===== src/rtl/uart_rx_v3.sv =====
`default_nettype none
// ============================================================================
// Module   : uart_rx_v3
// Brief    : UART receiver with configurable frame format (5-9 data bits,
//            optional parity, 1/2 stop bits), 3-sample mid-bit majority
//            voting, and a valid/ready output with sticky overrun.
// Revision : 1.0
// ============================================================================
module uart_rx_v3 #(
    parameter int CYCLES_PER_BIT = 87,
    parameter int DATA_BITS      = 8,
    parameter int PARITY_EN      = 0,
    parameter int PARITY_ODD     = 0,
    parameter int STOP_BITS      = 1
) (
    input  logic                 clk,
    input  logic                 rst_n,
    input  logic                 rx_si,
    input  logic                 rx_ready,
    output logic                 rx_dv,
    output logic [DATA_BITS-1:0] rx_byte,
    output logic                 rx_frame_err,
    output logic                 rx_parity_err,
    output logic                 rx_overrun
);

    localparam int                 c_CNT_W     = $clog2(CYCLES_PER_BIT);
    localparam int                 c_MID       = CYCLES_PER_BIT / 2;
    localparam logic [c_CNT_W-1:0] c_CNT_LAST  = c_CNT_W'(CYCLES_PER_BIT - 1);
    localparam logic [c_CNT_W-1:0] c_SMP_A     = c_CNT_W'(c_MID - 1);
    localparam logic [c_CNT_W-1:0] c_SMP_B     = c_CNT_W'(c_MID);
    localparam logic [c_CNT_W-1:0] c_DECIDE    = c_CNT_W'(c_MID + 1);
    localparam logic [3:0]         c_DATA_LAST = 4'(DATA_BITS - 1);
    localparam logic [3:0]         c_STOP_LAST = 4'(STOP_BITS - 1);
    localparam logic               c_PAR_ODD   = (PARITY_ODD != 0);

    typedef enum logic [2:0] {
        S_IDLE   = 3'd0,
        S_START  = 3'd1,
        S_DATA   = 3'd2,
        S_PARITY = 3'd3,
        S_STOP   = 3'd4
    } state_t;

    logic                 r_sync1;
    logic                 r_sync2;
    logic [1:0]           r_sync_vld;
    logic                 r_armed;
    state_t               r_state;
    state_t               w_state_nx;
    logic [c_CNT_W-1:0]   r_cnt;
    logic [3:0]           r_bit;
    logic                 r_smp_a;
    logic                 r_smp_b;
    logic [DATA_BITS-1:0] r_shift;
    logic                 r_ferr;
    logic                 r_perr;

    logic w_rx_s;
    logic w_maj;
    logic w_decide;
    logic w_wrap;
    logic w_done;
    logic w_take;
    logic w_load;
    logic w_ferr_word;

    assign w_rx_s      = r_sync2;
    assign w_maj       = (r_smp_a & r_smp_b) | (r_smp_a & w_rx_s) | (r_smp_b & w_rx_s);
    assign w_decide    = (r_state != S_IDLE) && (r_cnt == c_DECIDE);
    assign w_wrap      = (r_state != S_IDLE) && (r_cnt == c_CNT_LAST);
    assign w_take      = rx_dv & rx_ready;
    assign w_load      = w_done & (~rx_dv | rx_ready);
    assign w_ferr_word = r_ferr | ~w_maj;

    // The reset value of the synchroniser is not a real line observation, so
    // arming waits until both stages hold sampled data.
    always_ff @(posedge clk or negedge rst_n) begin
        if (!rst_n) begin
            r_sync1    <= 1'b1;
            r_sync2    <= 1'b1;
            r_sync_vld <= 2'b00;
            r_armed    <= 1'b0;
        end else begin
            r_sync1    <= rx_si;
            r_sync2    <= r_sync1;
            r_sync_vld <= {r_sync_vld[0], 1'b1};
            if (r_sync_vld[1] && r_sync2) begin
                r_armed <= 1'b1;
            end
        end
    end

    always_ff @(posedge clk or negedge rst_n) begin
        if (!rst_n) begin
            r_state <= S_IDLE;
        end else begin
            r_state <= w_state_nx;
        end
    end

    always_comb begin
        w_state_nx = r_state;
        w_done     = 1'b0;
        case (r_state)
            S_IDLE: begin
                if (r_armed && !w_rx_s) begin
                    w_state_nx = S_START;
                end
            end
            S_START: begin
                if (w_decide && w_maj) begin
                    w_state_nx = S_IDLE;
                end else if (w_wrap) begin
                    w_state_nx = S_DATA;
                end
            end
            S_DATA: begin
                if (w_wrap && (r_bit == c_DATA_LAST)) begin
                    w_state_nx = (PARITY_EN != 0) ? S_PARITY : S_STOP;
                end
            end
            S_PARITY: begin
                if (w_wrap) begin
                    w_state_nx = S_STOP;
                end
            end
            S_STOP: begin
                // Finish at the last decision point so a back-to-back start
                // edge is caught with no gap.
                if (w_decide && (r_bit == c_STOP_LAST)) begin
                    w_state_nx = S_IDLE;
                    w_done     = 1'b1;
                end
            end
            default: begin
                w_state_nx = S_IDLE;
            end
        endcase
    end

    always_ff @(posedge clk or negedge rst_n) begin
        if (!rst_n) begin
            r_cnt   <= '0;
            r_bit   <= 4'd0;
            r_smp_a <= 1'b1;
            r_smp_b <= 1'b1;
            r_shift <= '0;
            r_ferr  <= 1'b0;
            r_perr  <= 1'b0;
        end else begin
            if ((r_state == S_IDLE) || w_wrap || (w_state_nx != r_state)) begin
                r_cnt <= '0;
            end else begin
                r_cnt <= r_cnt + 1'b1;
            end
            if (w_state_nx != r_state) begin
                r_bit <= 4'd0;
            end else if (w_wrap) begin
                r_bit <= r_bit + 4'd1;
            end
            if (r_cnt == c_SMP_A) begin
                r_smp_a <= w_rx_s;
            end
            if (r_cnt == c_SMP_B) begin
                r_smp_b <= w_rx_s;
            end
            if ((r_state == S_DATA) && w_decide) begin
                r_shift <= {w_maj, r_shift[DATA_BITS-1:1]};
            end
            if (r_state == S_IDLE) begin
                r_ferr <= 1'b0;
                r_perr <= 1'b0;
            end
            if ((r_state == S_PARITY) && w_decide) begin
                r_perr <= ((^r_shift) ^ w_maj) != c_PAR_ODD;
            end
            if ((r_state == S_STOP) && w_decide && !w_maj) begin
                r_ferr <= 1'b1;
            end
        end
    end

    always_ff @(posedge clk or negedge rst_n) begin
        if (!rst_n) begin
            rx_dv         <= 1'b0;
            rx_byte       <= '0;
            rx_frame_err  <= 1'b0;
            rx_parity_err <= 1'b0;
            rx_overrun    <= 1'b0;
        end else begin
            if (w_load) begin
                rx_dv         <= 1'b1;
                rx_byte       <= r_shift;
                rx_frame_err  <= w_ferr_word;
                rx_parity_err <= r_perr;
            end else if (w_take) begin
                rx_dv <= 1'b0;
            end
            if (w_done && !w_load) begin
                rx_overrun <= 1'b1;
            end else if (w_take) begin
                rx_overrun <= 1'b0;
            end
        end
    end

endmodule
`default_nettype wire


===== config.mk =====
export PLATFORM = sky130hd
export DESIGN_NAME = uart_rx_v3
export DESIGN_NICKNAME = d
export VERILOG_FILES = /design/src/rtl/uart_rx_v3.sv
export SDC_FILE = /design/constraint.sdc
export NUM_CORES = 1
export LEC_CHECK = 0
export ABC_AREA = 1
export ABC_CLOCK_PERIOD_IN_PS = 2500
export BUFFER_PORTS_ARGS = -buffer_cell sky130_fd_sc_hd__buf_2
export CORE_ASPECT_RATIO = 0.6
export CORE_UTILIZATION = 55
export DETAILED_ROUTE_END_ITERATION = 7
export PLACE_DENSITY_LB_ADDON = 0.3
export SETUP_SLACK_MARGIN = 0.5
export SYNTH_ARGS = -nofsm -noshare
export SYNTH_HDL_FRONTEND = slang
export SYNTH_SLANG_ARGS = --single-unit

===== constraint.sdc =====
create_clock -name clk -period 2.5 [get_ports clk]
set_clock_uncertainty 0.15 [all_clocks]
set_input_delay 0.25 -clock clk [delete_from_list [all_inputs] [get_ports clk]]
set_output_delay 0.25 -clock clk [all_outputs]
set_load 0.1 [all_outputs]

# ---- Word-level counts from Yosys, hierarchy flattened
# Cells that the tools add are included.
dict set report word_totals {
  out_inout_bits 12
  inputBits 4
  elab_cells 85
  reg_bits 43
}
dict set report classes {
  mux 18
  bitwise_logic 12
  n_reduce_logical 26
  n_eq_ne 10
  addsub 2
}
# operator count
set ops {}
lappend ops {{equality test 7 x 6 -> 1 bit, second input constant} 3}
lappend ops {{two-way mux 3 bit} 6}
lappend ops {{case mux 3 bit (5 select lines)} 1}
lappend ops {{logical AND 1 bit} 12}
lappend ops {{nonzero test 2 bit} 5}
lappend ops {{two-way mux 1 bit} 8}
lappend ops {{two-way mux 4 bit} 2}
lappend ops {{parity 8 bit} 1}
lappend ops {{adder 7 x 1 -> 7 bit, second input constant} 1}
lappend ops {{equality test 7 bit, second input constant} 1}
lappend ops {{two-way mux 7 bit} 1}
lappend ops {{equality test 3 x 2 -> 1 bit, second input constant} 2}
lappend ops {{bitwise AND 1 bit} 5}
lappend ops {{adder 4 x 1 -> 4 bit, second input constant} 1}
lappend ops {{equality test 4 x 3 -> 1 bit, second input constant} 1}
lappend ops {{logical NOT 4 bit} 1}
lappend ops {{OR 1 bit} 4}
lappend ops {{equality test 3 x 1 -> 1 bit, second input constant} 1}
lappend ops {{equality test 3 bit, second input constant} 1}
lappend ops {{logical NOT 1 bit} 3}
lappend ops {{logical NOT 3 bit} 1}
lappend ops {{inequality test 3 bit} 1}
lappend ops {{nonzero test 3 bit} 1}
lappend ops {{logical OR 1 bit} 2}
lappend ops {{2 further kinds} 3}

# ---- Depth between registers and ports, before layout
dict set report logic_depth {
  depth_word 9
  mapped_depth 12
  depth_no_buf 11
}

# ---- Worst setup path before layout
# No wires, ideal clock.
dict set report synth_path {
  path_type {flip-flop to flip-flop}
  start {register rx_dv}
  end {register rx_byte[0]}
  stages_incl_launch_ff 8
  t_required_ns 2.283
  setup_ns 0.067
  slack_ns 0.607
  arrival_ns 1.676
  synth_period_minus_slack_ns 1.893
  path_buffers 1
  cell_sequence {dfrtp_1 -> inv_1 -> nor2_1 -> nor2_4 -> inv_4 -> buf_8 -> nand2_1 -> nand2_1}
}
dict set report synth_via {
  elab_chain_cells 3
}
# element line
set synth_lines {}
lappend synth_lines {{start: declaration} 20} ;# output logic rx_dv,
lappend synth_lines {{start signal: assignment} 186} ;# rx_dv <= 1'b0;
lappend synth_lines {{start signal: assignment} 193} ;# rx_dv <= 1'b1;
lappend synth_lines {{start signal: assignment} 198} ;# rx_dv <= 1'b0;
lappend synth_lines {{inverter 1 bit} 73} ;# assign w_load = w_done & (~rx_dv | rx_ready);
lappend synth_lines {{OR 1 bit} 73}
lappend synth_lines {{bitwise AND 1 bit} 73}
lappend synth_lines {{end signal: assignment} 194} ;# rx_byte <= r_shift;
lappend synth_lines {{end: declaration} 21} ;# output logic [DATA_BITS-1:0] rx_byte,
# Every way passes these cells.
# A chain may end at the register's enable or synchronous reset.

# ---- Worst setup path in the final report
dict set report layout_path {
  start {register r_cnt[0]}
  end {register r_cnt[2]}
}
dict set report layout_via {
  elab_chain_cells 8
  elab_cells_between_ends 18
  cone_classes {add/sub: 1; eq/ne: 3; mux: 7; reduce/logical: 7}
}
# element line
set layout_lines {}
lappend layout_lines {{start: declaration} 51} ;# logic [c_CNT_W-1:0] r_cnt;
lappend layout_lines {{start signal: assignment} 155} ;# r_cnt <= r_cnt + 1'b1;
lappend layout_lines {{equality test 7 bit / equality test 7 x 6 -> 1 bit (equally long branches)} {71, 70}}
lappend layout_lines {{logical AND 1 bit, on equally long branches} {71, 70}}
lappend layout_lines {{two-way mux 3 bit (tied with other cells)} 114} ;# end else if (w_wrap) begin
lappend layout_lines {{two-way mux 3 bit, on equally long branches} {112, 119, 131}}
lappend layout_lines {{case mux 3 bit (5 select lines)} 105} ;# case (r_state)
lappend layout_lines {{inequality test 3 bit} 152} ;# if ((r_state == S_IDLE) || w_wrap || (w_state_nx != r_state)) begin
lappend layout_lines {{logical OR 1 bit} 152}
lappend layout_lines {{two-way mux 7 bit *} 152}
# Every way passes the cells marked *; elsewhere a longest branch is shown, timed or not.

==> flow_summary.ini <==
[routing]
routed_wl_um = 3960
wl_per_cell_um = 12.7
drt_iter0_markers = 60
drc = 0
firstDrtPassIters = 4
viasPerCell = 5.04
num_vias = 1571
drtAntennaViolNets = 0

[layout]
fin_cells = 312
antennaDiodeCount = 0
syn2layout_area_growth_pct = 19.0
fin_area_mm2 = 0.00250
fillers = 257
drive_gt1_frac = 0.288
final_nets = 275

[synth]
yosysSeqAreaShare = 0.514
synthTopCellsByArea = dfrtp_1 (46%), nand2_1 (9.3%), inv_1 (6.2%)
post-synth-top-area-cell = dfrtp_1
syn_area_per_cell_um2 = 8.80
dominantRegCellSynth = dfrtp_1
synth_common_cells = nand2_1 (52), dfrtp_1 (39), inv_1 (35), nor2_1 (27), nand3_1 (13)
synth-edff-count = 0
synth_cells = 239
synth_nets = 248
synth.most_common_cell = nand2_1
ys_warn_count = 0
synth_seq_cells = 43
synth-async-reset-ratio = 1.00
yosysTopAreaCellShare = 0.464
syn_area_mm2 = 0.00210
yosysUniqueCellTypes = 28

[die]
rows = 16
die_w_um = 81.8
die-area_mm2 = 0.00408
start_util = 0.611
num_io_pins = 16
core_area_mm2 = 0.00344
die_h_um = 49.9

[clocking]
cts_sinks = 43
worstSkewPairLatency_ps = 300
cts_tree = built
clockBufferDepth = 2
cts-root-buf = clkbuf_8
cts_made_buffers = 5
path_clk_slew_ps = 80
htree_levels = 2

[worst_setup_path]
cp-end-kind = flop
cp_data_arrival_time_ps = 1950
worstSetupPathType = flop to flop
critPathRequiredTime_ps = 2530
cp_max_fo = 7
cp-start-kind = flop

[sta]
rsz0062_at_grt = yes
fin_crit_sh = 0.766
tightest_slew_ps = 924
hold_viol = 0
setup_tns_ps = 0
maxSlewHeadroom = 0.384
setup_viol = 0
timing.fmax_mhz = 522
fin_crit_ps = 1910
report.final.slew_viol_count = 0

[power]
peakVddDrop_mv = 0.433
leakage_nw = 1.13
p_per_area_mw_per_mm2 = 687

[grt]
grt_pass1_vias = 1409
grt_usage = 0.220
antenna_found_initial = 0
grt_overflow = 0
grt_max_degree = 44
grt_pass1_wl_um = 6500

[place]
gp_congestion = 0.826
placed_area_mm2 = 0.00222
hpwl_um = 2690
dp_cells = 297
portBuffers = 15

[job]
cap_viol_max_count = 0

[outcome]
outcome = complete, no violations

[hold_path]
hold_class = flop to flop
==> power by group <==
group / switching, W / internal (W) / total (W)
Clock: 0.000241 / 0.000323 / 0.000565
Combinational: 0.000262 / 0.000133 / 0.000394
Sequential: 0.0000333 / 0.000727 / 0.000760
==> cells by family after synthesis <==
group | count (synthesis) | synth area share
adder cells (fa/ha/maj) | 5 | 0.0297
AO/OA/AOI/OAI | 28 | 0.0845
AND/OR/NAND/NOR | 111 | 0.244
buffers and inverters | 39 | 0.0761
other | 1 | 0.00178
flip-flops | 43 | 0.514
XOR/XNOR | 12 | 0.0500
==> area by class of cell <==
class | instances | area, µm² | area share
clock buffers | 6 | 82.6 | 0.0330
clock inverters | 2 | 35.0 | 0.0140
inverters | 37 | 141 | 0.0565
multi-input cells | 157 | 971 | 0.388
flip-flops and latches | 43 | 1080 | 0.432
well taps | 45 | 56.3 | 0.0225
repair buffers | 22 | 135 | 0.0540
==> stage by stage <==
stage          setup slack [ps]  hold WS (ps)  utilization  total power [W]
3_3_place_gp                551           188        0.644          0.00105
6_report                    585           204        0.727          0.00172
3_5_place_dp                555           187        0.644          0.00105
2_1_floorplan               607          -196            -         0.000981
4_1_cts                     536           206        0.686          0.00162
5_1_grt                     459           214        0.727          0.00179
==> critical path, cell delays in order, from the launching register on <==
cell,delay (ps)
dfrtp_1,420
inv_2,120
ha_4,130
inv_2,40
nor2_4,150
nand3_4,130
nor2_4,160
nand2_1,80
nand3_1,100
nand2_2,90
nand4_4,160
nor2_2,60
==> layer usage <==
layer	routed length, µm	track usage	vias up	part of all wire
li1	-	-	800	-
met1	2110	0.316	732	0.53
met2	1650	0.310	29	0.42
met3	135	0.0611	10	0.034
met4	62	0.0877	0	0.016
met5	0	0	-	0
==> final timing paths <==
kind	cells past startpoint	slack, ps	to	startpoint
min in group asynchronous	2	480	r_bit[3]	rst_n
max in group asynchronous	2	1090	r_cnt[2]	rst_n
worst max register to register	11	590	r_cnt[2]	r_cnt[0]
worst min register to register	0	200	r_sync_vld[1]	r_sync_vld[0]
worst max-delay path	11	590	r_cnt[2]	r_cnt[0]
worst min-delay path	0	200	r_sync_vld[1]	r_sync_vld[0]
==> repair_timing <==
action,4_1_cts,5_1_grt
gates resized for setup,0,33
buffers inserted,0,4
hold endpoints to repair,42,0
hold buffers,3,0
setup endpoints to repair,0,26
==> cells in the final DEF, fill, tap and decap left out, types with 2 or more instances in the layout <==
master	netlist	routed
nand2_1	52	50
dfrtp_1	39	38
inv_1	35	29
nor2_1	27	17
buf_2	0	15
o21ai_0	12	12
nand3_1	13	10
nor2_2	2	8
o21ai_2	8	8
inv_2	1	7
nor3_1	6	6
xor2_1	6	6
xnor2_1	6	6
clkbuf_8	0	6
nand3_2	4	5
nor2_4	1	5
a21oi_1	6	5
nand2_2	2	4
dfstp_2	4	4
buf_4	0	4
ha_1	5	3
dlygate4sd3_1	0	3
nand3_4	0	2
ha_4	0	2
==> state kept, by name, indices dropped and copies added (netlist names), 2 cells and up <==
signal / cells
r_shift: 8
rx_byte: 8
r_cnt: 7
r_state: 3
r_sync_vld: 2
r_bit: 4
No activity file was read; power rests on OpenSTA's default activity.
